`src/rtl/video_timing_gen_mm_if.sv`:
```
// Video timing generator bus: mode request in, raster/sync/window out.
// master = generator side, slave = consumer (TMDS encoder / frame-buffer reader).
interface video_timing_gen_mm_if #(
  parameter int CW = 12
);
  logic          mode_sel;
  logic          mode_act;
  logic          hsync;
  logic          vsync;
  logic          de;
  logic [CW-1:0] x;
  logic [CW-1:0] y;
  logic          frame_start;
  logic          win;
  logic [7:0]    src_x;
  logic [7:0]    src_y;

  modport master (
    input  mode_sel,
    output mode_act, hsync, vsync, de, x, y,
    output frame_start, win, src_x, src_y
  );

  modport slave (
    output mode_sel,
    input  mode_act, hsync, vsync, de, x, y,
    input  frame_start, win, src_x, src_y
  );
endinterface

```
`src/rtl/video_timing_gen_mm.sv`:
```
// Two-mode raster timing generator with a centred integer-scaled
// source window; mode changes take effect only on frame boundaries.
module video_timing_gen_mm #(
  parameter int SRC_W      = 224,
  parameter int SRC_H      = 144,
  parameter int M0_HACT    = 720,
  parameter int M0_HFP     = 16,
  parameter int M0_HSW     = 62,
  parameter int M0_HBP     = 60,
  parameter int M0_VACT    = 480,
  parameter int M0_VFP     = 9,
  parameter int M0_VSW     = 6,
  parameter int M0_VBP     = 30,
  parameter int M0_SCALE   = 3,
  parameter int M0_SYNCPOL = 0,
  parameter int M1_HACT    = 1280,
  parameter int M1_HFP     = 110,
  parameter int M1_HSW     = 40,
  parameter int M1_HBP     = 220,
  parameter int M1_VACT    = 720,
  parameter int M1_VFP     = 5,
  parameter int M1_VSW     = 5,
  parameter int M1_VBP     = 20,
  parameter int M1_SCALE   = 5,
  parameter int M1_SYNCPOL = 1,
  parameter int CW         = 12
) (
  input logic clk,
  input logic rst_n,
  video_timing_gen_mm_if.master bus
);

  localparam int M0_HTOT = M0_HACT + M0_HFP + M0_HSW + M0_HBP;
  localparam int M0_VTOT = M0_VACT + M0_VFP + M0_VSW + M0_VBP;
  localparam int M1_HTOT = M1_HACT + M1_HFP + M1_HSW + M1_HBP;
  localparam int M1_VTOT = M1_VACT + M1_VFP + M1_VSW + M1_VBP;
  localparam int M0_WW   = SRC_W * M0_SCALE;
  localparam int M0_WH   = SRC_H * M0_SCALE;
  localparam int M1_WW   = SRC_W * M1_SCALE;
  localparam int M1_WH   = SRC_H * M1_SCALE;
  localparam int M0_XOFF = (M0_HACT - M0_WW) / 2;
  localparam int M0_YOFF = (M0_VACT - M0_WH) / 2;
  localparam int M1_XOFF = (M1_HACT - M1_WW) / 2;
  localparam int M1_YOFF = (M1_VACT - M1_WH) / 2;
  localparam int TMAX0   = (M0_HTOT > M0_VTOT) ? M0_HTOT : M0_VTOT;
  localparam int TMAX1   = (M1_HTOT > M1_VTOT) ? M1_HTOT : M1_VTOT;
  localparam int TMAX    = ((TMAX0 > TMAX1) ? TMAX0 : TMAX1) - 1;

  localparam logic       IDLE0   = (M0_SYNCPOL == 0);
  localparam logic [7:0] SX_LAST = 8'(SRC_W - 1);
  localparam logic [7:0] SY_LAST = 8'(SRC_H - 1);

  if ((2 ** CW) <= TMAX) begin : g_cw_chk
    $error("CW too narrow for raster totals");
  end
  if (M0_XOFF < 0 || M0_YOFF < 0 || M1_XOFF < 0 || M1_YOFF < 0) begin : g_win_chk
    $error("scaled window larger than active area");
  end

  logic          ms1, ms2, pend;
  logic          mode_q, mode_nxt;
  logic [CW-1:0] hcnt, vcnt;

  logic [CW-1:0] h_last, v_last, hact, vact;
  logic [CW-1:0] hs_on, hs_off, vs_on, vs_off;
  logic [CW-1:0] xoff, xend, yoff, yend;
  logic [7:0]    scl_last;
  logic          pol;

  always_comb begin
    if (mode_q) begin
      h_last   = CW'(M1_HTOT - 1);
      v_last   = CW'(M1_VTOT - 1);
      hact     = CW'(M1_HACT);
      vact     = CW'(M1_VACT);
      hs_on    = CW'(M1_HACT + M1_HFP);
      hs_off   = CW'(M1_HACT + M1_HFP + M1_HSW);
      vs_on    = CW'(M1_VACT + M1_VFP);
      vs_off   = CW'(M1_VACT + M1_VFP + M1_VSW);
      xoff     = CW'(M1_XOFF);
      xend     = CW'(M1_XOFF + M1_WW);
      yoff     = CW'(M1_YOFF);
      yend     = CW'(M1_YOFF + M1_WH);
      scl_last = 8'(M1_SCALE - 1);
      pol      = (M1_SYNCPOL != 0);
    end else begin
      h_last   = CW'(M0_HTOT - 1);
      v_last   = CW'(M0_VTOT - 1);
      hact     = CW'(M0_HACT);
      vact     = CW'(M0_VACT);
      hs_on    = CW'(M0_HACT + M0_HFP);
      hs_off   = CW'(M0_HACT + M0_HFP + M0_HSW);
      vs_on    = CW'(M0_VACT + M0_VFP);
      vs_off   = CW'(M0_VACT + M0_VFP + M0_VSW);
      xoff     = CW'(M0_XOFF);
      xend     = CW'(M0_XOFF + M0_WW);
      yoff     = CW'(M0_YOFF);
      yend     = CW'(M0_YOFF + M0_WH);
      scl_last = 8'(M0_SCALE - 1);
      pol      = (M0_SYNCPOL != 0);
    end
  end

  logic line_end, frame_end;
  assign line_end  = (hcnt == h_last);
  assign frame_end = line_end && (vcnt == v_last);

  // pend tracks a differing request; a revert clears it before the boundary
  always_ff @(posedge clk or negedge rst_n) begin
    if (!rst_n) begin
      ms1  <= 1'b0;
      ms2  <= 1'b0;
      pend <= 1'b0;
    end else begin
      ms1  <= bus.mode_sel;
      ms2  <= ms1;
      pend <= (ms2 != mode_nxt);
    end
  end

  always_ff @(posedge clk or negedge rst_n) begin
    if (!rst_n) mode_q <= 1'b0;
    else        mode_q <= mode_nxt;
  end

  always_comb begin
    mode_nxt = mode_q;
    if (frame_end && pend && (ms2 != mode_q)) mode_nxt = ms2;
  end

  always_ff @(posedge clk or negedge rst_n) begin
    if (!rst_n) begin
      hcnt <= '0;
      vcnt <= '0;
    end else if (line_end) begin
      hcnt <= '0;
      vcnt <= (vcnt == v_last) ? '0 : vcnt + 1'b1;
    end else begin
      hcnt <= hcnt + 1'b1;
    end
  end

  logic de_c, hs_c, vs_c, win_c, fs_c;
  assign de_c  = (hcnt < hact) && (vcnt < vact);
  assign hs_c  = (hcnt >= hs_on) && (hcnt < hs_off);
  assign vs_c  = (vcnt >= vs_on) && (vcnt < vs_off);
  assign fs_c  = (hcnt == '0) && (vcnt == '0);
  assign win_c = de_c && (hcnt >= xoff) && (hcnt < xend)
              && (vcnt >= yoff) && (vcnt < yend);

  logic          hsync_q, vsync_q, de_q, fs_q, win_q;
  logic [CW-1:0] x_q, y_q;

  always_ff @(posedge clk or negedge rst_n) begin
    if (!rst_n) begin
      hsync_q <= IDLE0;
      vsync_q <= IDLE0;
      de_q    <= 1'b0;
      fs_q    <= 1'b0;
      win_q   <= 1'b0;
      x_q     <= '0;
      y_q     <= '0;
    end else begin
      hsync_q <= hs_c ? pol : ~pol;
      vsync_q <= vs_c ? pol : ~pol;
      de_q    <= de_c;
      fs_q    <= fs_c;
      win_q   <= win_c;
      x_q     <= de_c ? hcnt : '0;
      y_q     <= de_c ? vcnt : '0;
    end
  end

  logic [7:0] px, py, sx_q, sy_q;

  // src_y steps at the start of each window line, ahead of its first pixel
  always_ff @(posedge clk or negedge rst_n) begin
    if (!rst_n) begin
      px   <= '0;
      py   <= '0;
      sx_q <= '0;
      sy_q <= '0;
    end else begin
      if (win_c) begin
        if (hcnt == xoff) begin
          sx_q <= '0;
          px   <= '0;
        end else if (px == scl_last) begin
          px <= '0;
          if (sx_q != SX_LAST) sx_q <= sx_q + 1'b1;
        end else begin
          px <= px + 1'b1;
        end
      end
      if (hcnt == '0 && vcnt >= yoff && vcnt < yend) begin
        if (vcnt == yoff) begin
          sy_q <= '0;
          py   <= '0;
        end else if (py == scl_last) begin
          py <= '0;
          if (sy_q != SY_LAST) sy_q <= sy_q + 1'b1;
        end else begin
          py <= py + 1'b1;
        end
      end
    end
  end

  assign bus.mode_act    = mode_q;
  assign bus.hsync       = hsync_q;
  assign bus.vsync       = vsync_q;
  assign bus.de          = de_q;
  assign bus.x           = x_q;
  assign bus.y           = y_q;
  assign bus.frame_start = fs_q;
  assign bus.win         = win_q;
  assign bus.src_x       = sx_q;
  assign bus.src_y       = sy_q;

endmodule

```
`src/flat_wrapper.sv`:
```
// flat-port wrapper written by rule: the top's interface ports become plain ports
module video_timing_gen_mm_flat 
#(
  parameter int SRC_W      = 224,
  parameter int SRC_H      = 144,
  parameter int M0_HACT    = 720,
  parameter int M0_HFP     = 16,
  parameter int M0_HSW     = 62,
  parameter int M0_HBP     = 60,
  parameter int M0_VACT    = 480,
  parameter int M0_VFP     = 9,
  parameter int M0_VSW     = 6,
  parameter int M0_VBP     = 30,
  parameter int M0_SCALE   = 3,
  parameter int M0_SYNCPOL = 0,
  parameter int M1_HACT    = 1280,
  parameter int M1_HFP     = 110,
  parameter int M1_HSW     = 40,
  parameter int M1_HBP     = 220,
  parameter int M1_VACT    = 720,
  parameter int M1_VFP     = 5,
  parameter int M1_VSW     = 5,
  parameter int M1_VBP     = 20,
  parameter int M1_SCALE   = 5,
  parameter int M1_SYNCPOL = 1,
  parameter int CW         = 12
)
  (clk, rst_n, bus_mode_sel, bus_mode_act, bus_hsync, bus_vsync, bus_de, bus_x, bus_y, bus_frame_start, bus_win, bus_src_x, bus_src_y);
  video_timing_gen_mm_if #(.CW(CW)) bus_i ();
  input logic clk;
  input logic rst_n;
  input wire logic [$bits(bus_i.mode_sel)-1:0] bus_mode_sel;
  output wire logic [$bits(bus_i.mode_act)-1:0] bus_mode_act;
  output wire logic [$bits(bus_i.hsync)-1:0] bus_hsync;
  output wire logic [$bits(bus_i.vsync)-1:0] bus_vsync;
  output wire logic [$bits(bus_i.de)-1:0] bus_de;
  output wire logic [$bits(bus_i.x)-1:0] bus_x;
  output wire logic [$bits(bus_i.y)-1:0] bus_y;
  output wire logic [$bits(bus_i.frame_start)-1:0] bus_frame_start;
  output wire logic [$bits(bus_i.win)-1:0] bus_win;
  output wire logic [$bits(bus_i.src_x)-1:0] bus_src_x;
  output wire logic [$bits(bus_i.src_y)-1:0] bus_src_y;
  assign bus_i.mode_sel = bus_mode_sel;
  assign bus_mode_act = bus_i.mode_act;
  assign bus_hsync = bus_i.hsync;
  assign bus_vsync = bus_i.vsync;
  assign bus_de = bus_i.de;
  assign bus_x = bus_i.x;
  assign bus_y = bus_i.y;
  assign bus_frame_start = bus_i.frame_start;
  assign bus_win = bus_i.win;
  assign bus_src_x = bus_i.src_x;
  assign bus_src_y = bus_i.src_y;
  video_timing_gen_mm #(.SRC_W(SRC_W), .SRC_H(SRC_H), .M0_HACT(M0_HACT), .M0_HFP(M0_HFP), .M0_HSW(M0_HSW), .M0_HBP(M0_HBP), .M0_VACT(M0_VACT), .M0_VFP(M0_VFP), .M0_VSW(M0_VSW), .M0_VBP(M0_VBP), .M0_SCALE(M0_SCALE), .M0_SYNCPOL(M0_SYNCPOL), .M1_HACT(M1_HACT), .M1_HFP(M1_HFP), .M1_HSW(M1_HSW), .M1_HBP(M1_HBP), .M1_VACT(M1_VACT), .M1_VFP(M1_VFP), .M1_VSW(M1_VSW), .M1_VBP(M1_VBP), .M1_SCALE(M1_SCALE), .M1_SYNCPOL(M1_SYNCPOL), .CW(CW)) u_core (.clk(clk), .rst_n(rst_n), .bus(bus_i));
endmodule
```
`config.mk`:
```
export PLATFORM = sky130hd
export DESIGN_NAME = video_timing_gen_mm_flat
export DESIGN_NICKNAME = d
export VERILOG_FILES = /design/src/rtl/video_timing_gen_mm_if.sv /design/src/rtl/video_timing_gen_mm.sv /design/src/flat_wrapper.sv
export SDC_FILE = /design/constraint.sdc
export NUM_CORES = 1
export LEC_CHECK = 0
export ABC_AREA = 1
export CAP_MARGIN = 20
export CORE_MARGIN = 3
export CORE_UTILIZATION = 40
export DETAILED_ROUTE_END_ITERATION = 8
export GPL_TIMING_DRIVEN = 0
export SYNTH_ARGS = -nofsm -noshare
export SYNTH_HDL_FRONTEND = slang
export SYNTH_SLANG_ARGS = --single-unit
```
`constraint.sdc`:
```
create_clock -name clk -period 3.1 [get_ports clk]
set_clock_uncertainty 0.2 [all_clocks]
set_input_delay 0.62 -clock clk [delete_from_list [all_inputs] [get_ports clk]]
set_output_delay 0.62 -clock clk [all_outputs]
set_load 0.1 [all_outputs]
```
; ---- Word-level counts from Yosys, hierarchy flattened
; Cells that the tools add are included.
[word_totals]
ff_bits = 89
out_inout_bits = 46
[classes]
addsub = 6
magnitude_cmp = 10
n_eq_ne = 10
mux = 31
n_bitwise = 1
reduce_logical = 21
[op_table]
columns = op, n
row1 = $mux W8, 11
row2 = $mux W11, 5
row3 = $mux W12, 4
row4 = $mux W10, 4
row5 = $lt A12 B10 Y1, 3
row6 = $add A8 B1 Y8 const B, 4
row7 = $add A12 B1 Y12 const B, 2
row8 = $logic_not A12 Y1, 2
row9 = $lt A12 B11 Y1, 2
row10 = $eq A8 B3 Y1, 2
row11 = $ne A8 B8 Y1 const B, 2
row12 = $logic_and A1 B1 Y1, 13
row13 = $eq A12 B10 Y1, 1
row14 = $eq A12 B11 Y1, 1
row15 = $eq A12 B5 Y1, 1
row16 = $eq A12 B7 Y1, 1
row17 = $ge A12 B10 Y1, 1
row18 = $ge A12 B11 Y1, 1
row19 = $ge A12 B5 Y1, 1
row20 = $ge A12 B7 Y1, 1
row21 = $lt A12 B12 Y1, 1
row22 = $reduce_bool A2 Y1, 4
row23 = $mux W7, 1
row24 = $reduce_and A3 Y1, 2
row25 = other kinds (5), 9

; ---- Depth between registers and ports, before layout
[logic_depth]
ltp_word = 8
ltp_mapped = 14

; ---- Worst setup path before layout
; Ideal clock, no wire load.
[synth_timing]
kind = flip-flop to flip-flop
startpoint = register u_core.mode_q (netlist: u_core.bus.mode_act)
endpoint = register u_core.px[7]
setup_ps = 118
arrival_time_ps = 2839
setup_slack_ps = -56
stages_incl_launch_ff = 15
cell_sequence = dfrtp_1 -> buf_4 -> inv_4 -> ha_1 -> nand2_1 -> nand2_2 -> clkinv_1 -> nand2_1 -> nor2_2 -> nand3_4 -> nor2_8 -> nand2_4 -> buf_8 -> nand2_2 -> o21ai_2
[synth_between]
elab_chain_len = 7
elab_cells_between_ends = 22
classes_between = 6 x order compare / 2 x eq/ne / 9 x mux / 5 x reduce/logical
[synth_lines]
columns = item, line_no
row1 = "start, declared", video_timing_gen_mm.sv:61  ; logic mode_q, mode_nxt;
row2 = "start signal, assigned", video_timing_gen_mm.sv:123  ; else mode_q <= mode_nxt;
row3 = $mux W11 or $mux W10 (tied branches), video_timing_gen_mm.sv:71  ; if (mode_q) begin
row4 = $lt A12 B12 Y1 or $lt A12 B10 Y1 (tied branches), video_timing_gen_mm.sv:144  ; assign de_c = (hcnt < hact) && (vcnt < vact);
row5 = $logic_and A1 B1 Y1, video_timing_gen_mm.sv:144
row6 = $logic_and A1 B1 Y1 (2 in a row), video_timing_gen_mm.sv:148  ; assign win_c = de_c && (hcnt >= xoff) && (hcnt < xend)
row7 = $logic_and A1 B1 Y1 (2 in a row), video_timing_gen_mm.sv:149  ; && (vcnt >= yoff) && (vcnt < yend);
row8 = "end signal, assigned", video_timing_gen_mm.sv:192  ; px <= px + 1'b1;
row9 = "end, declared", video_timing_gen_mm.sv:174  ; logic [7:0] px, py, sx_q, sy_q;
; Several ways; a longest one is shown, not always the timed one.
; A chain may end at the register's enable or synchronous reset.

; ---- Worst setup path in the final report
[layout_timing]
startpoint = register u_core.mode_q (netlist: u_core.bus.mode_act)
endpoint = output port bus_mode_act
[layout_rtl]
columns = item, line_no
row1 = "end, declared", flat_wrapper.sv:33  ; output wire logic [$bits(bus_i.mode_act)-1:0] bus_mode_act;
; No word-level cell between the ends.

==> impl_metrics.json <==
{
  "gp_congestion": 0.916,
  "finalHoldViolCount": 0,
  "wl_per_cell_um": 13.5,
  "design.core.area_mm2": 0.0129,
  "drtPass1Iterations": 5,
  "cp-end-kind": "output port",
  "dp.cells": 916,
  "drc": 0,
  "cp_num_buf_inv": 1,
  "async_flop_share_pct": 100,
  "avgSynthCellArea_um2": 7.84,
  "grt_overflow": 0,
  "diodes": 0,
  "final_area_mm2": 0.00653,
  "ant_nets": 0,
  "p_per_area_mw_per_mm2": 393,
  "cts_resized": 0,
  "drive_above_1_share_pct": 10.0,
  "die_w_um": 123,
  "fmax_mhz": 344,
  "utilization_pct": 50.5,
  "synth-seq-cells": 89,
  "cpPeakStageDelay_ns": 1.20,
  "grt_use_total_pct": 17.9,
  "syn2layout_area_growth_pct": 20.2,
  "p_leak_nw": 3.18,
  "yosys_warnings": 0,
  "ys.flop_type": "dfrtp_1",
  "grt_pass1_wl_um": 21400,
  "ctsHoldBuffers": 0,
  "vdd_ir_drop_max_mv": 0.247,
  "cts.clk_slew.worst_paths_ns": 0.06,
  "maxSlewViolCount": 0,
  "final_cells": 931,
  "die_h_um": 123,
  "cp_data_arrival_time_ns": 2.09,
  "synth_edf_count": 0,
  "crit_required_ns": 2.28,
  "wl_um": 12500,
  "crit_type": "register to output port",
  "cts_setup_buffers": 0,
  "cts.sinks": 89,
  "setup_viol": 0,
  "cts_buffers": 9,
  "start_kind": "register",
  "cts_buffer_depth": 2,
  "final_cell_mix": "nand2_1 (156), nor2_1 (99), dfrtp_1 (86)",
  "cp_top_family": "buffers and inverters",
  "final_common_cell": "nand2_1",
  "grt_antenna_before_repair": 0,
  "maxSlewHeadroom_pct": 34.0,
  "clock_latency_ns": 0.35,
  "drv_cap": 0,
  "dpl_cell_area_mm2": 0.00616,
  "drt_iter0_drc": 431,
  "via_count": 4636,
  "finalCritPeriodShare_pct": 93.8,
  "htreeDepth": 3,
  "totalPowerFinal_mw": 2.56,
  "ys_seq_area_share_pct": 41.0,
  "dieArea_mm2": 0.0150,
  "rsz0062_at_grt": "no",
  "status": "finished clean",
  "dp_hpwl_um": 9080,
  "worstHoldPathType": "input port to asynchronous set/reset pin",
  "crit_chain": "clkdlybuf4s50_1",
  "start_util_pct": 42.0,
  "syn_inst": 693,
  "worst_pin_slew_ns": 0.986,
  "cts_tree": "done",
  "cp_max_fo": 13,
  "ioPinCount": 49,
  "cts_root_buf": "clkbuf_16",
  "row_count": 41,
  "period_needed_ns": 2.91,
  "nets": 792,
  "port_buffers": 48,
  "yosysUniqueCellTypes": 42,
  "avgViaCountPerCell": 4.98,
  "fin_setup_tns_ns": 0,
  "synth_area_mm2": 0.00543,
  "grt_max_degree": 47,
  "grt_pass1_vias": 4407,
  "cpMaxStageDelayCell": "clkdlybuf4s50_1"
}
final timing paths:
kind                                startpoint                   to  slack [ns]  cells after the start
max                        u_core.bus.mode_act         bus_mode_act        0.19                      1
max in group asynchronous                rst_n     u_core.bus.hsync        1.95                      2
min                                      rst_n      u_core.bus.x[4]        0.07                      1
min in group clk                    u_core.ms1           u_core.ms2        0.16                      0
max reg2reg                u_core.bus.mode_act  u_core.bus.src_y[3]        0.28                     13
min reg2reg                         u_core.ms1           u_core.ms2        0.16                      0
per-stage QoR:
stage	setup slack (ns)	hold WS [ns]
floorplan	0.323	0.124
global placement	-2.55	0.135
detailed placement	0.288	0.146
CTS	0.166	0.0948
global route	0.0323	0.115
finish	0.193	0.0702
where the power goes:
part / total (mW) / switching [mW] / internal [mW]
Clock: 1.35 / 0.462 / 0.887
Sequential: 1.17 / 0.00123 / 1.17
Combinational: 0.0490 / 0.0397 / 0.00921
synthesized netlist by cell type (2+ instances only):
cell type  number  area [µm²]
a21oi_1        12        60.1
buf_2           3        15.0
buf_4           2        15.0
buf_6           2        22.5
clkinv_1        3        11.3
dfrtp_1        87        2180
dfstp_2         2        52.6
ha_1           34         425
inv_1          79         297
inv_2           6        22.5
inv_4           2        12.5
nand2_1       156         586
nand2_2         6        37.5
nand2_4         2        22.5
nand3_1        55         275
nand3_2         4        40.0
nand3_4         2        35.0
nand3b_1        8        60.1
nand3b_2        2        22.5
nand4_1        27         169
nor2_1         99         372
nor2_2          5        31.3
nor2_4          2        22.5
nor2_8          3        60.1
nor3_1         22         110
o21ai_0        24         120
o21ai_1         2        10.0
o21ai_2         8        70.1
or2_2           3        18.8
xnor2_1         4        35.0
xor2_1         16         140
metal layers:
layer	up-vias	global-route usage (%)	routed length, µm	share of wire [%]
met5	-	0	0	0
met4	0	6.09	221	1.8
met3	16	3.64	432	3.4
met2	87	27.6	5900	47
met1	2172	25.2	5990	48
li1	2361	-	-	-
sequential cells by signal (all words and copies together), names as in the netlist:
signal                  flops
u_core.bus.de               1
u_core.bus.frame_start      1
u_core.bus.hsync            1
u_core.bus.mode_act         1
u_core.bus.src_x            8
u_core.bus.src_y            8
u_core.bus.vsync            1
u_core.bus.win              1
u_core.bus.x               12
u_core.bus.y               12
u_core.hcnt                12
u_core.ms1                  1
u_core.ms2                  1
u_core.pend                 1
u_core.px                   8
u_core.py                   8
u_core.vcnt                12
logic make-up after synthesis:
group / Yosys count / synth area share [%]
compound gates: 50 / 5.37
xor+xnor: 20 / 3.22
buf+inv: 99 / 7.65
other cells: 1 / 0.0690
simple gates: 400 / 34.8
fa+ha+maj: 34 / 7.83
flops: 89 / 41.0
cell type report:
cell class,count,area (µm²)
Sequential cell,89,2230
Multi-Input combinational cell,507,2800
Clock buffer,10,239
Timing Repair Buffer,49,505
Inverter,91,348
Tap cell,172,215
Fill cell,1243,6400
Clock inverter,5,128
Buffer,8,67.6
(Power assumes the default switching activity.)
==> edit, RTL diff (same settings) <==
Reset style: synchronous (`rst_n`), changed in 5 clocked blocks.
--- a/src/rtl/video_timing_gen_mm.sv
+++ b/src/rtl/video_timing_gen_mm.sv
@@ -107,5 +107,5 @@
 
   // pend tracks a differing request; a revert clears it before the boundary
-  always_ff @(posedge clk or negedge rst_n) begin
+  always_ff @(posedge clk) begin
     if (!rst_n) begin
       ms1  <= 1'b0;
@@ -119,5 +119,5 @@
   end
 
-  always_ff @(posedge clk or negedge rst_n) begin
+  always_ff @(posedge clk) begin
     if (!rst_n) mode_q <= 1'b0;
     else        mode_q <= mode_nxt;
@@ -129,5 +129,5 @@
   end
 
-  always_ff @(posedge clk or negedge rst_n) begin
+  always_ff @(posedge clk) begin
     if (!rst_n) begin
       hcnt <= '0;
@@ -152,5 +152,5 @@
   logic [CW-1:0] x_q, y_q;
 
-  always_ff @(posedge clk or negedge rst_n) begin
+  always_ff @(posedge clk) begin
     if (!rst_n) begin
       hsync_q <= IDLE0;
@@ -175,5 +175,5 @@
 
   // src_y steps at the start of each window line, ahead of its first pixel
-  always_ff @(posedge clk or negedge rst_n) begin
+  always_ff @(posedge clk) begin
     if (!rst_n) begin
       px   <= '0;
Formal check against the unedited RTL: differs if rst_n is asserted again (counterexample within 4 cycles, from zero or initial values and one cycle with rst_n low); with rst_n held inactive, the same outputs for 10 cycles.
==> edit against the original RTL <==
- sequential cell count did not move
- final area shrank 1.9%
- final cell count grew 12%
- wire length increased by 15%
- setup slack improved by 0.0013 ns
- synthesized area decreased by 1.1%
- critical endpoint is now u_core.bus.src_y[4]
- via count rose by 14%
Power is not compared: it rests on default switching activity, and its combinational part moved more than twofold at a synthesized area within 25%.
==> edit: results (changes against the original RTL) <==
pin count of the biggest net entering global routing = 22 (was 47)
post-synthesis sequential area ratio = 33.2% (was 41.0%)
number of DRC markers in iteration 0 = 346 (was 431)
FF-to-FF End = u_core.bus.src_y[4] (was u_core.bus.src_y[3])
top post-synthesis cells by area = dfxtp_1 (33%), nand2_1 (12%), nor2_1 (9.9%) (was dfrtp_1 (40%), nand2_1 (11%), ha_1 (7.8%))
count of nets after finishing = 904 (was 792)
grt met3 use = 4.92% (was 3.64%)
global-route wire length before repair = 24200 um (was 21400 um)
count of filler cells inserted in the layout = 1284 (was 1243)
global placement routability congestion = 0.917 (was 0.916)
Worst Setup Slack post-DPL = 0.0686 ns (was 0.288 ns)
highest metal layer with signal wires = met4 (unchanged)
worst-path cell with the longest stage delay = buf_2 (was clkdlybuf4s50_1)
R2R setup slack = 0.19 ns (was 0.28 ns)
routed metal-1 wirelength = 6850 um (was 5990 um)
count of distinct cell types in the synthesized netlist = 39 (was 42)
fraction of met2 tracks used by global routing = 33.0% (was 27.6%)
max frequency = 0.344 GHz (about the same)
result of the run = complete, no violations (unchanged)
busiest layer in global routing = met2 (unchanged)
fraction of layout cells with a size suffix above 1 = 9.53% (was 10.0%)
Worst setup startpoint = u_core.bus.mode_act (unchanged)
DPL Wire Length = 10700 um (was 9080 um)
maximum level of the CTS H-tree = 3 (unchanged)
critical setup path kind = register to register (was register to output pin)
post-synthesis async set-or-reset flop share = 0% (was 100%)
Most used DFF post-synth = dfxtp_1 (was dfrtp_1)
top cells by count, synth = nand2_1 (166), nor2_1 (141), dfxtp_1 (89), inv_1 (89), nand3_1 (63) (was nand2_1 (156), nor2_1 (99), dfrtp_1 (87))
vias in the first global route = 4984 (was 4407)
crit-path max FO = 21 (was 13)
WL met3 = 686 um (was 432 um)
Relative slew margins = 33.6% (was 34.0%)
cell family contributing the most delay on the critical path = simple AND/OR/NAND/NOR gates (was buffers and inverters)
delay of the slowest critical-path stage = 0.42 ns (was 1.20 ns)
hold crit path type = register to register (was input pin to asynchronous set/reset pin)
count of cells along the worst register-to-register path = 13 (unchanged)
1st-pass router iterations = 5 (unchanged)
wire length per cell after detailed routing = 13.9 um (was 13.5 um)
met1 Resource Use GR = 26.3% (was 25.2%)
-- edit: cell count changes in the layout (fill, tap and decap cells not counted), sizes merged, moves of 10 or more --
cell / change
nor2: +42
nand2: +12
dfrtp: -87
nor3: +10
dfxtp: +89
a21oi: +21
inv: +23
-- edit: area by class of cell --
cell class              count  area (um2)  area share [%]
multi-input cells         593        3090            48.2
flip-flops and latches     89        1790            27.9
repair buffers             48         480            7.50
inverters                 112         425            6.64
clock buffers              10         239            3.73
well taps                 172         215            3.36
plain buffers              14        91.3            1.43
clock inverters             5        80.1            1.25
-- edit: through the flow --
| stage | instances | cell area, um2 | utilization [%] |
|---|---|---|---|
| detailed placement | 1028 | 6080 | 47.2 |
| global route | 1043 | 6410 | 49.8 |
| floorplan | 808 | 5380 | - |
| finish | 1043 | 6410 | 49.8 |
| CTS | 1043 | 6400 | 49.7 |
| global placement | 1028 | 6080 | 47.2 |
-- edit: worst min path at each step --
stage | slack (ns) | to | depth (start not counted)
after floorplan | 0.19 | u_core.ms2 | 2
final | 0.23 | u_core.ms2 | 2
after CTS | 0.23 | u_core.ms2 | 2
after global routing | 0.24 | u_core.ms2 | 2
after global placement | 0.20 | u_core.ms2 | 2
after detailed placement | 0.21 | u_core.ms2 | 2
-- edit: cell families (layout without fill, tap and decap cells) --
| logic type | count (synthesis) | in the layout | synth area share (%) |
|---|---|---|---|
| AO/OA/AOI/OAI | 66 | 66 | 6.50 |
| buffers and inverters | 126 | 189 | 9.52 |
| other | 1 | 3 | 0.0698 |
| XOR/XNOR | 14 | 14 | 2.28 |
| adder cells (fa/ha/maj) | 34 | 34 | 7.92 |
| flip-flops | 89 | 89 | 33.2 |
| AND/OR/NAND/NOR | 476 | 476 | 40.5 |
